### config.mk
export PLATFORM = sky130hd
export DESIGN_NAME = div_period_meter
export DESIGN_NICKNAME = d
export VERILOG_FILES = /design/src/rtl/div_meas_pkg.sv /design/src/rtl/sig_sync_edge.sv /design/src/rtl/div_period_meter.sv
export SDC_FILE = /design/constraint.sdc
export NUM_CORES = 1
export LEC_CHECK = 0
export BUFFER_PORTS_ARGS = -buffer_cell sky130_fd_sc_hd__clkbuf_2
export CAP_MARGIN = 10
export CORE_UTILIZATION = 54
export CTS_BUF_LIST = sky130_fd_sc_hd__clkbuf_8
export DETAILED_ROUTE_END_ITERATION = 10
export HOLD_SLACK_MARGIN = 0.08
export PLACE_DENSITY_LB_ADDON = 0.3
export SYNTH_ARGS = -nofsm -noshare
export SYNTH_HDL_FRONTEND = slang
export SYNTH_HIERARCHICAL = 1
export SYNTH_SLANG_ARGS = --single-unit
### constraint.sdc
create_clock -name clk -period 2.07 [get_ports clk]
set_input_delay 0.207 -clock clk [delete_from_list [all_inputs] [get_ports clk]]
set_output_delay 0.207 -clock clk [all_outputs]
set_load 0.01 [all_outputs]
### src/rtl/div_meas_pkg.sv
// ============================================================================
// Module      : div_meas_pkg
// Description : Shared state encoding and default sizes for divider meters.
// Revision    : 1.0 - initial release
// ============================================================================
`default_nettype none

package div_meas_pkg;

    localparam int c_cnt_w       = 16;
    localparam int c_sync_stages = 2;

    typedef enum logic [1:0] {
        ST_IDLE    = 2'd0,
        ST_ARMED   = 2'd1,
        ST_MEASURE = 2'd2
    } state_t;

endpackage

`default_nettype wire

### src/rtl/sig_sync_edge.sv
// ============================================================================
// Module      : sig_sync_edge
// Description : Multi-flop synchronizer for an async level plus edge detect.
// Revision    : 1.0 - initial release
// ============================================================================
`default_nettype none

module sig_sync_edge #(
    parameter int SYNC_STAGES = 2
) (
    input  logic clk,
    input  logic rst,
    input  logic i_sig,
    output logic o_rise,
    output logic o_fall
);

    logic [SYNC_STAGES-1:0] r_sync;
    logic                   r_sig_d;
    logic                   w_sig_s;

    assign w_sig_s = r_sync[SYNC_STAGES-1];

    always_ff @(posedge clk or posedge rst) begin
        if (rst) begin
            r_sync  <= '0;
            r_sig_d <= 1'b0;
        end else begin
            r_sync  <= {r_sync[SYNC_STAGES-2:0], i_sig};
            r_sig_d <= w_sig_s;
        end
    end

    assign o_rise = w_sig_s & ~r_sig_d;
    assign o_fall = ~w_sig_s & r_sig_d;

endmodule

`default_nettype wire

### src/rtl/div_period_meter.sv
// ============================================================================
// Module      : div_period_meter
// Description : Measures period and high time of a slow divided clock in clk
//               cycles, with a valid strobe and a no-toggle timeout strobe.
// Revision    : 1.0 - initial release
// ============================================================================
`default_nettype none

module div_period_meter
    import div_meas_pkg::*;
#(
    parameter int CNT_W       = c_cnt_w,
    parameter int SYNC_STAGES = c_sync_stages
) (
    input  logic             clk,
    input  logic             rst,
    input  logic             en,
    input  logic             sig_in,
    output logic [CNT_W-1:0] period_out,
    output logic [CNT_W-1:0] high_out,
    output logic             meas_valid,
    output logic             timeout,
    output logic             busy
);

    localparam logic [CNT_W-1:0] c_cnt_max = '1;
    localparam logic [CNT_W-1:0] c_cnt_one = CNT_W'(1);

    logic             w_rise;
    logic             w_fall;
    state_t           r_state;
    logic [CNT_W-1:0] r_per_cnt;
    logic [CNT_W-1:0] r_hi_cnt;
    logic             r_hi_act;
    logic [CNT_W-1:0] r_period;
    logic [CNT_W-1:0] r_high;
    logic             r_meas_valid;
    logic             r_timeout;
    logic             r_busy;

    sig_sync_edge #(
        .SYNC_STAGES (SYNC_STAGES)
    ) u_sync (
        .clk    (clk),
        .rst    (rst),
        .i_sig  (sig_in),
        .o_rise (w_rise),
        .o_fall (w_fall)
    );

    // In ARMED, r_per_cnt doubles as the saturation counter for the first rise.
    always_ff @(posedge clk or posedge rst) begin
        if (rst) begin
            r_state      <= ST_IDLE;
            r_per_cnt    <= '0;
            r_hi_cnt     <= '0;
            r_hi_act     <= 1'b0;
            r_period     <= '0;
            r_high       <= '0;
            r_meas_valid <= 1'b0;
            r_timeout    <= 1'b0;
            r_busy       <= 1'b0;
        end else begin
            r_meas_valid <= 1'b0;
            r_timeout    <= 1'b0;
            if (!en) begin
                r_state  <= ST_IDLE;
                r_busy   <= 1'b0;
                r_hi_act <= 1'b0;
            end else begin
                case (r_state)
                    ST_IDLE: begin
                        r_state   <= ST_ARMED;
                        r_busy    <= 1'b1;
                        r_per_cnt <= '0;
                    end
                    ST_ARMED: begin
                        if (w_rise) begin
                            r_state   <= ST_MEASURE;
                            r_per_cnt <= c_cnt_one;
                            r_hi_cnt  <= c_cnt_one;
                            r_hi_act  <= 1'b1;
                        end else if (r_per_cnt == c_cnt_max) begin
                            r_timeout <= 1'b1;
                            r_per_cnt <= '0;
                        end else begin
                            r_per_cnt <= r_per_cnt + c_cnt_one;
                        end
                    end
                    ST_MEASURE: begin
                        // Rise has priority over saturation: a full-scale period is still reported.
                        if (w_rise) begin
                            r_period     <= r_per_cnt;
                            r_high       <= r_hi_cnt;
                            r_meas_valid <= 1'b1;
                            r_per_cnt    <= c_cnt_one;
                            r_hi_cnt     <= c_cnt_one;
                            r_hi_act     <= 1'b1;
                        end else if (r_per_cnt == c_cnt_max) begin
                            r_state   <= ST_ARMED;
                            r_timeout <= 1'b1;
                            r_per_cnt <= '0;
                            r_hi_act  <= 1'b0;
                        end else begin
                            r_per_cnt <= r_per_cnt + c_cnt_one;
                            if (w_fall) begin
                                r_hi_act <= 1'b0;
                            end else if (r_hi_act) begin
                                r_hi_cnt <= r_hi_cnt + c_cnt_one;
                            end
                        end
                    end
                    default: begin
                        r_state <= ST_IDLE;
                        r_busy  <= 1'b0;
                    end
                endcase
            end
        end
    end

    assign period_out = r_period;
    assign high_out   = r_high;
    assign meas_valid = r_meas_valid;
    assign timeout    = r_timeout;
    assign busy       = r_busy;

endmodule

`default_nettype wire
Word level (Yosys, flattened, before mapping):

Cells that the tools add are included.

* register bits after elaboration: 73
* input port bits: 4

* $add $sub $neg: 2
* equal/unequal tests: 13
* muxes and demuxes: 29
* bitwise operators: 4
* reduce and logical (&&, ||, !) cells: 9

Operators with widths (count)
* 16-bit 2-to-1 mux: 7
* 16-bit one-hot mux with 2 select lines: 2
* 16-bit by 1-bit adder with 16-bit output (second input constant): 2
* 16-bit equality test (second input constant): 1
* 1-bit 2-to-1 mux: 13
* 3-bit by 2-bit != test with 1-bit output (second input constant): 4
* 3-bit AND reduction: 3
* 2-bit 2-to-1 mux: 4
* 3-bit != test (second input constant): 2
* 2-bit one-hot mux with 3 select lines: 1
* 6-bit AND reduction: 1
* 5-bit by 3-bit != test with 1-bit output (second input constant): 1
* 1-bit one-hot mux with 2 select lines: 2
* 2-bit nonzero test: 2
* 3-bit by 1-bit != test with 1-bit output (second input constant): 1
* 1-bit AND: 2
* 2-bit by 1-bit equality test with 1-bit output (second input constant): 1
* 2-bit equality test (second input constant): 1
* 2-bit zero test: 1
* 2-bit by 1-bit != test with 1-bit output (second input constant): 1
* 2-bit != test (second input constant): 1
* 1-bit NOT: 2
* 2-bit AND reduction: 1
* 2-bit OR reduction: 1

Logic depth before layout (Yosys ltp):

Gate-level depths: netlist of run 1.

* depth after elaboration: 7
* mapped depth: 8
* mapped depth without buffers: 7

Modules after synthesis:

Netlist of run 1, hierarchy kept.

By module, submodules not included
* div_period_meter: times used 1, cells an instance 323, area each 3353.2 µm²
* sig_sync_edge: times used 1, cells an instance 6, area each 93.8 µm²

Least setup slack after synthesis of run 1:

No wires, ideal clock.

* kind: register -> register
* start: register r_state[1]
* end: register r_hi_cnt[15]
* library setup time: 79 ps
* arrival: 1888 ps
* slack: 103 ps
* stages on the path, launching flop included: 8
* path buffers: 0
* period minus slack after synthesis: 1967 ps
* cell sequence: dfrtp_1 > inv_1 > ha_1 > nor3b_1 > o221ai_1 > a31o_4 > or4_1 > a2bb2oi_1

* word-level cells in the longest chain between the ends: 3
* elaborated cells on any way between the ends: 9
* classes of those cells: eq/ne: 6; mux: 1; reduce/logical: 2

Ends and longest elaborated chain
* from (decl): RTL line div_period_meter.sv:31 `state_t r_state;`
* from (signal assigned): RTL line div_period_meter.sv:54 `r_state <= ST_IDLE;`
* from (signal assigned): RTL line div_period_meter.sv:67 `r_state <= ST_IDLE;`
* from (signal assigned): RTL line div_period_meter.sv:73 `r_state <= ST_ARMED;`
* 2-bit equality test / 2-bit by 1-bit equality test with 1-bit output (equally long branches): RTL line div_period_meter.sv:71 `case (r_state)`
* 3-bit by 2-bit != test with 1-bit output (no line), or another cell as far along
* 6-bit AND reduction (no line)
* to (signal assigned): RTL line div_period_meter.sv:81 `r_hi_cnt <= c_cnt_one;`
* to (signal assigned): RTL line div_period_meter.sv:97 `r_hi_cnt <= c_cnt_one;`
* to (signal assigned): RTL line div_period_meter.sv:109 `r_hi_cnt <= r_hi_cnt + c_cnt_one;`
* to (decl): RTL line div_period_meter.sv:33 `logic [CNT_W-1:0] r_hi_cnt;`

Parallel ways exist; a longest one is shown, timed or not.
A chain may end at the register's enable or synchronous reset.

Final worst setup path of run 1:

* start: register r_state[0]
* end: register r_hi_cnt[15]

The elaborated chain is that of the path after synthesis.

==> out/results.tsv, run 1 <==
metric	value	unit
outcome	complete, no violations	
crit start category	register	
drt first pass iters	5	
top_reg_cell synth	dfrtp_1	
simple-gate share of the synthesized area	0.1561	
dpl hpwl	4.967	mm
clock latency on the worst-skew pair	0.34	ns
Nets	410	
Vert. Die Dim	81.90	um
num rows	28	
register area share after synthesis	0.5299	
top post-synthesis cells by area	dfrtp_1, mux2_2, o21ai_0	
Yosys top cell area share	0.5299	
Synth area leader	dfrtp_1	
die area	6707	um2
CTS tree	yes	
Crit Path Max Fanout	4	
drt wl/cell	14.92	um
grt ovf	0	
CTS max path bufs	2	
core area	6026	um2
max_slew headroom	0.5844	
Slew Limit Fails	0	
Fin. Hold Viols	0	
TritonCTS buffer count	9	
worst path required time	2.33	ns
Synth Instances	329	
CP top delay family	simple AND/OR/NAND/NOR gates	
Syn. warnings	6	
final setup TNS	0	ns
most common cell in the synthesized netlist	dfrtp_1	
critical-path cell list	ha_1 > nor3b_2 > o221ai_1 > a31o_4 > or4_1 > a2bb2oi_1	
Die Span X	81.90	um
drt total wl	7.145	mm
Starting Density	0.5721	
Post-DRT Antenna Nets	0	
syn_area_per_cell	10.48	um2
f_max	507.8	MHz
mux cell area share after synthesis	0.1005	
Root Driver	clkbuf_8	
antenna violations before repair	0	
placer congestion estimate	0.8725	
DRC viols	0	
cell leakage power	2.071	nW
Post-Syn Area	3447	um2
critical path arrival	2.23	ns
ANT cells	0	
maximum vdd drop	0.0006244	V
main combinational cell family by area after synthesis	simple AND/OR/NAND/NOR gates	
largest net degree at the start of global routing	44	
first-pass GRT wire length	12.17	mm
syn nets	340	
synth cell count leaders	dfrtp_1, nand2_1, o21ai_0, mux2_2, nor2_1	
Synth Area in Compound Gates	0.1550	
H-tree depth	3	
Finish-stage setup viols	0	
clk sinks	73	
Yosys cell types	44	
post-layout min period	1.969	ns
post-place instance area	3916	um2
Max-Cap Viols	0	
adder-cell share of the synthesized area	0.02541	
largest stage delay on the critical path	0.51	ns
vias in the first global route	2615	
Clock Skews	0.009920	ns
num ports	39	
post-synthesis xor/xnor area fraction	0	
first-iteration detailed-routing DRC count	223	
clock-pin slew on the worst setup and hold paths	0.07	ns
fin area	4204	um2
area delta synth->final	21.96	%
vias per cell	5.908	
WP buf/inv	0	
asr flop ratio synth	1.000	
Post-synth EDFFs	0	
synthesis-stage register bit count	73	
crit share post-route	0.9514	
kind of critical path	register to register	
Crit-path slowest cell	or4_1	
gr usage total	0.2419	
FF-to-FF setup slack	0.10	ns
Pwr Density	872.2	nW/um2
Hold WC Path Type	input pin to register	
DR vias	2830	
Critical Path End Type	register	
Tightest Pin Transition	0.6225	ns
Port Buf Inserts	38	
fraction of final layout cells sized beyond drive strength 1	0.3168	
## path summary, 6_finish.rpt
check	depth (start not counted)	to	from
min	3	timeout	en
max	6	r_hi_cnt[15]	r_state[0]
min reg2reg	0	u_sync/r_sync[1]	u_sync/r_sync[0]
max reg2reg	6	r_hi_cnt[15]	r_state[0]
min in group asynchronous	3	u_sync/r_sync[0]	rst
max in group asynchronous	4	r_hi_cnt[1]	rst
## tightest hold or removal path: cells and delay by family
family	cells	cell delay, ns
buffers and inverters	1	0.18
and+or+nand+nor	2	0.13
## layout by cell type, fill, tap and decap left out, types with 6 or more instances in the layout
cell type | synthesis | final
a21oi_1 | 8 | 7
a31oi_1 | 12 | 12
buf_4 | 0 | 32
clkbuf_2 | 0 | 38
clkbuf_8 | 0 | 10
dfrtp_1 | 73 | 73
ha_1 | 7 | 6
inv_1 | 13 | 13
mux2_2 | 29 | 29
nand2_1 | 35 | 35
nand3_1 | 16 | 16
nor2_1 | 20 | 19
o21ai_0 | 30 | 30
o31ai_1 | 8 | 8
## sequential cells by signal (all words and copies together) (netlist names)
name            count
u_sync/r_sig_d      1
high_out           16
timeout             1
r_per_cnt          16
busy                1
r_hi_act            1
r_state             2
u_sync/r_sync       2
r_hi_cnt           16
meas_valid          1
period_out         16
## where the power goes
group / internal [W] / switching, W
Combinational: 0.000395 / 0.000470
Clock: 0.000705 / 0.000512
Sequential: 0.00151 / 0.0000728
## stage by stage
step	utilization	hold WS, ns	setup WS [ns]	power [W]	instances
2_1_floorplan	-	-0.03936	0.09479	0.002120	329
3_3_place_gp	0.6499	0.07647	0.05305	0.002377	457
3_5_place_dp	0.6499	0.07832	-0.08211	0.002405	457
4_1_cts	0.6929	0.2011	0.02541	0.003654	477
5_1_grt	0.6977	0.2341	-0.009027	0.003866	479
6_report	0.6977	0.2154	0.1006	0.003667	479
## final cells by class
class	count	area (um2)
clock buffers	10	137.6
inverters	13	48.80
flip-flops and latches	73	1827
clock inverters	6	82.58
multi-input cells	228	1524
fillers	415	1822
well taps	75	93.84
repair buffers	74	490.5
## timing repair
item	CTS	global route
gates resized for setup	1	4
setup endpoints to repair	4	10
hold buffers	2	0
endpoints found under the hold margin	31	0
pin swaps	0	0
setup buffers	2	2
## metal layers
metal,track usage,share of wire,vias up
met5,0,0,-
met4,0.1175,0.018,0
li1,-,-,1342
met3,0.04778,0.053,15
met1,0.3319,0.47,1374
met2,0.3661,0.46,99
## cells by family after synthesis
logic type,count (synthesis)
simple gates,108
compound gates,82
flops,73
mux,31
buf+inv,28
fa+ha+maj,7
Power figures use the tool's default switching activity.
==> inputs of run 2 (changes only) <==
--- a/config.mk
+++ b/config.mk
@@ -5,9 +5,10 @@
 export SDC_FILE = /design/constraint.sdc
 export NUM_CORES = 1
 export LEC_CHECK = 0
+export ABC_AREA = 1
 export BUFFER_PORTS_ARGS = -buffer_cell sky130_fd_sc_hd__clkbuf_2
 export CAP_MARGIN = 10
-export CORE_UTILIZATION = 54
+export CORE_UTILIZATION = 55
 export CTS_BUF_LIST = sky130_fd_sc_hd__clkbuf_8
 export DETAILED_ROUTE_END_ITERATION = 10
 export HOLD_SLACK_MARGIN = 0.08
==> run 2 against run 1 <==
Compared with the run above: sequential power about the same; core utilization is 4.7 points lower; fmax increased by 7.4%; worst setup slack improved by 0.14 ns; critical path depth up 3; cell area is 0.48% higher; sequential share of layout area shrank 0.21 points; sequential cell count is the same; total power down 9.9%; clock skew shrank 0.00091 ns; non-clock buffer count is 31 lower; critical path type unchanged; critical endpoint is now r_state[1].
==> out/results.tsv, run 2 <==
metric	value	unit
outcome	complete, no violations	
top post-synthesis cells by area	dfrtp_1, nand2_1, o21ai_2	
Pwr Density	782.4	nW/um2
power share of the combinational group	0.192	
CTS max path bufs	2	
first-iteration detailed-routing DRC count	209	
critical path arrival	2.06	ns
core area	6495	um2
Layout Cells excl Fill	583	
Yosys top cell area share	0.4820	
Starting Density	0.5835	
Nets	512	
top_reg_cell synth	dfrtp_1	
maximum vdd drop	0.0006806	V
ANT cells	0	
Hold WC Path Type	input pin to register	
num rows	29	
Post-synth EDFFs	0	
Synth Instances	458	
most frequent cells in the layout	nand2_1, dfrtp_1, nor2_1, inv_1, clkbuf_2	
Vert. Die Dim	85.01	um
Tightest Pin Transition	0.5623	ns
dpl hpwl	5.527	mm
Post-DRT Antenna Nets	0	
Port Buf Inserts	38	
grt ovf	0	
Yosys cell types	27	
largest stage delay on the critical path	0.44	ns
most common cell after layout, fill and taps aside	nand2_1	
drt first pass iters	4	
syn nets	469	
clk sinks	73	
Clock Power Share	0.321	
synth cell count leaders	nand2_1, dfrtp_1, inv_1, nor2_1, o21ai_2	
Die Span X	85.01	um
unrepaired setup endpoints after global routing	no	
wl on met1	3.714	mm
final setup TNS	0	ns
highest routed layer	met4	
fin area	4224	um2
register area share after synthesis	0.4820	
switching pwr	0.001128	W
Slew Limit Fails	0	
placer congestion estimate	0.9159	
CTS tree	yes	
CP top delay family	simple AND/OR/NAND/NOR gates	
vias per cell	5.118	
DR vias	2984	
crit share post-route	0.8859	
max_slew headroom	0.6212	
area delta synth->final	11.46	%
Fin. Hold Viols	0	
fillers	544	
final setup margin	0.2361	ns
Finish-stage setup viols	0	
Max-Cap Viols	0	
switching part of the total	0.3414	
met3 wire len	354	um
asr flop ratio synth	1.000	
dpl ws	0.2594	ns
DRC viols	0	
fraction of final layout cells sized beyond drive strength 1	0.2095	
Root Driver	clkbuf_8	
syn_area_per_cell	8.275	um2
critical-path cell list	inv_1 > ha_1 > nand2_1 > nor2_8 > inv_4 > nand2_1 > inv_1 > o21ai_1 > o21ai_0	
drt wl/cell	13.11	um
Placed Cells	565	
met2 WL	3.473	mm
post-layout min period	1.834	ns
num ports	39	
kind of critical path	register to register	
clock latency on the worst-skew pair	0.36	ns
post-place instance area	4020	um2
f_max	545.3	MHz
first-pass GRT wire length	13.10	mm
most common cell in the synthesized netlist	nand2_1	
sequential share of power	0.487	
H-tree depth	3	
worst path required time	2.29	ns
Syn. warnings	6	
antenna violations before repair	0	
vias in the first global route	2850	
cell leakage power	2.061	nW
Post-Syn Area	3790	um2
Crit-path slowest cell	dfrtp_1	
die area	7227	um2
TritonCTS buffer count	9	
largest net degree at the start of global routing	71	
gr usage total	0.2348	
Pint	0.002177	W
WP buf/inv	3	
clock-pin slew on the worst setup and hold paths	0.08	ns
drt total wl	7.643	mm
crit start category	register	
Crit Path Max Fanout	16	
Critical Path End Type	register	
synthesis-stage register bit count	73	
Synth area leader	dfrtp_1	
Clock Skews	0.009014	ns
==> run 2: timing repair <==
item,4_1_cts,5_1_grt
resized for setup,0,0
hold endpoints to repair,74,0
buffers inserted,0,0
hold buffers,2,0
==> run 2: power groups by stage <==
| stage | Clock [W] | Sequential (W) | Combinational [W] |
|---|---|---|---|
| CTS | 0.00108 | 0.00161 | 0.000639 |
| floorplan | 0 | 0.00163 | 0.000484 |
| global placement | 0 | 0.00163 | 0.000620 |
| global route | 0.00114 | 0.00162 | 0.000724 |
| detailed placement | 0 | 0.00164 | 0.000633 |
| finish | 0.00106 | 0.00161 | 0.000635 |
==> run 2: final timing paths <==
| kind | startpoint | depth (start not counted) | slack (ns) | to |
|---|---|---|---|---|
| max in group asynchronous | rst | 4 | 1.30 | r_hi_cnt[13] |
| min | en | 3 | 0.22 | busy |
| min in group asynchronous | rst | 3 | 0.26 | u_sync/r_sync[0] |
| max | r_state[0] | 9 | 0.24 | r_state[1] |
| min reg2reg | u_sync/r_sync[0] | 0 | 0.37 | u_sync/r_sync[1] |
| max reg2reg | r_state[0] | 9 | 0.24 | r_state[1] |
==> run 2: final cells by class <==
type / instances / area (um2) / area share
Timing Repair Buffer: 43 / 257.7 / 0.06102
Tap cell: 77 / 96.34 / 0.02281
Sequential cell: 73 / 1827 / 0.4325
Multi-Input combinational cell: 317 / 1640 / 0.3883
Clock inverter: 7 / 60.06 / 0.01422
Inverter: 57 / 219.0 / 0.05184
Clock buffer: 9 / 123.9 / 0.02932
==> run 2: worst register-to-register path, cell delays in order (launching register included) <==
cell     delay, ns
dfrtp_1       0.44
inv_1         0.12
ha_1          0.22
nand2_1       0.19
nor2_8        0.21
inv_4         0.12
nand2_1       0.08
inv_1         0.04
o21ai_1       0.14
o21ai_0       0.15
==> run 2: layer usage <==
layer,track usage,vias to the layer above
met1,0.3256,1376
met3,0.04669,8
met5,0,-
li1,-,1524
met4,0.08475,0
met2,0.3688,76
==> run 2: stage by stage <==
stage	hold WS, ns	power (W)	util
floorplan	-0.03936	0.002118	-
finish	0.2156	0.003305	0.6504
CTS	0.1990	0.003330	0.6504
detailed placement	0.08941	0.002268	0.6190
global placement	0.07529	0.002250	0.6190
global route	0.2252	0.003482	0.6504
==> run 2: logic make-up after synthesis <==
| logic type | share of synthesized area |
|---|---|
| DFF | 0.4820 |
| and+or+nand+nor | 0.2922 |
| AOI/OAI and AO/OA | 0.09211 |
| xor gates and xnor gates | 0.02542 |
| adders and majority gates | 0.02311 |
| buffers and inverters | 0.08517 |
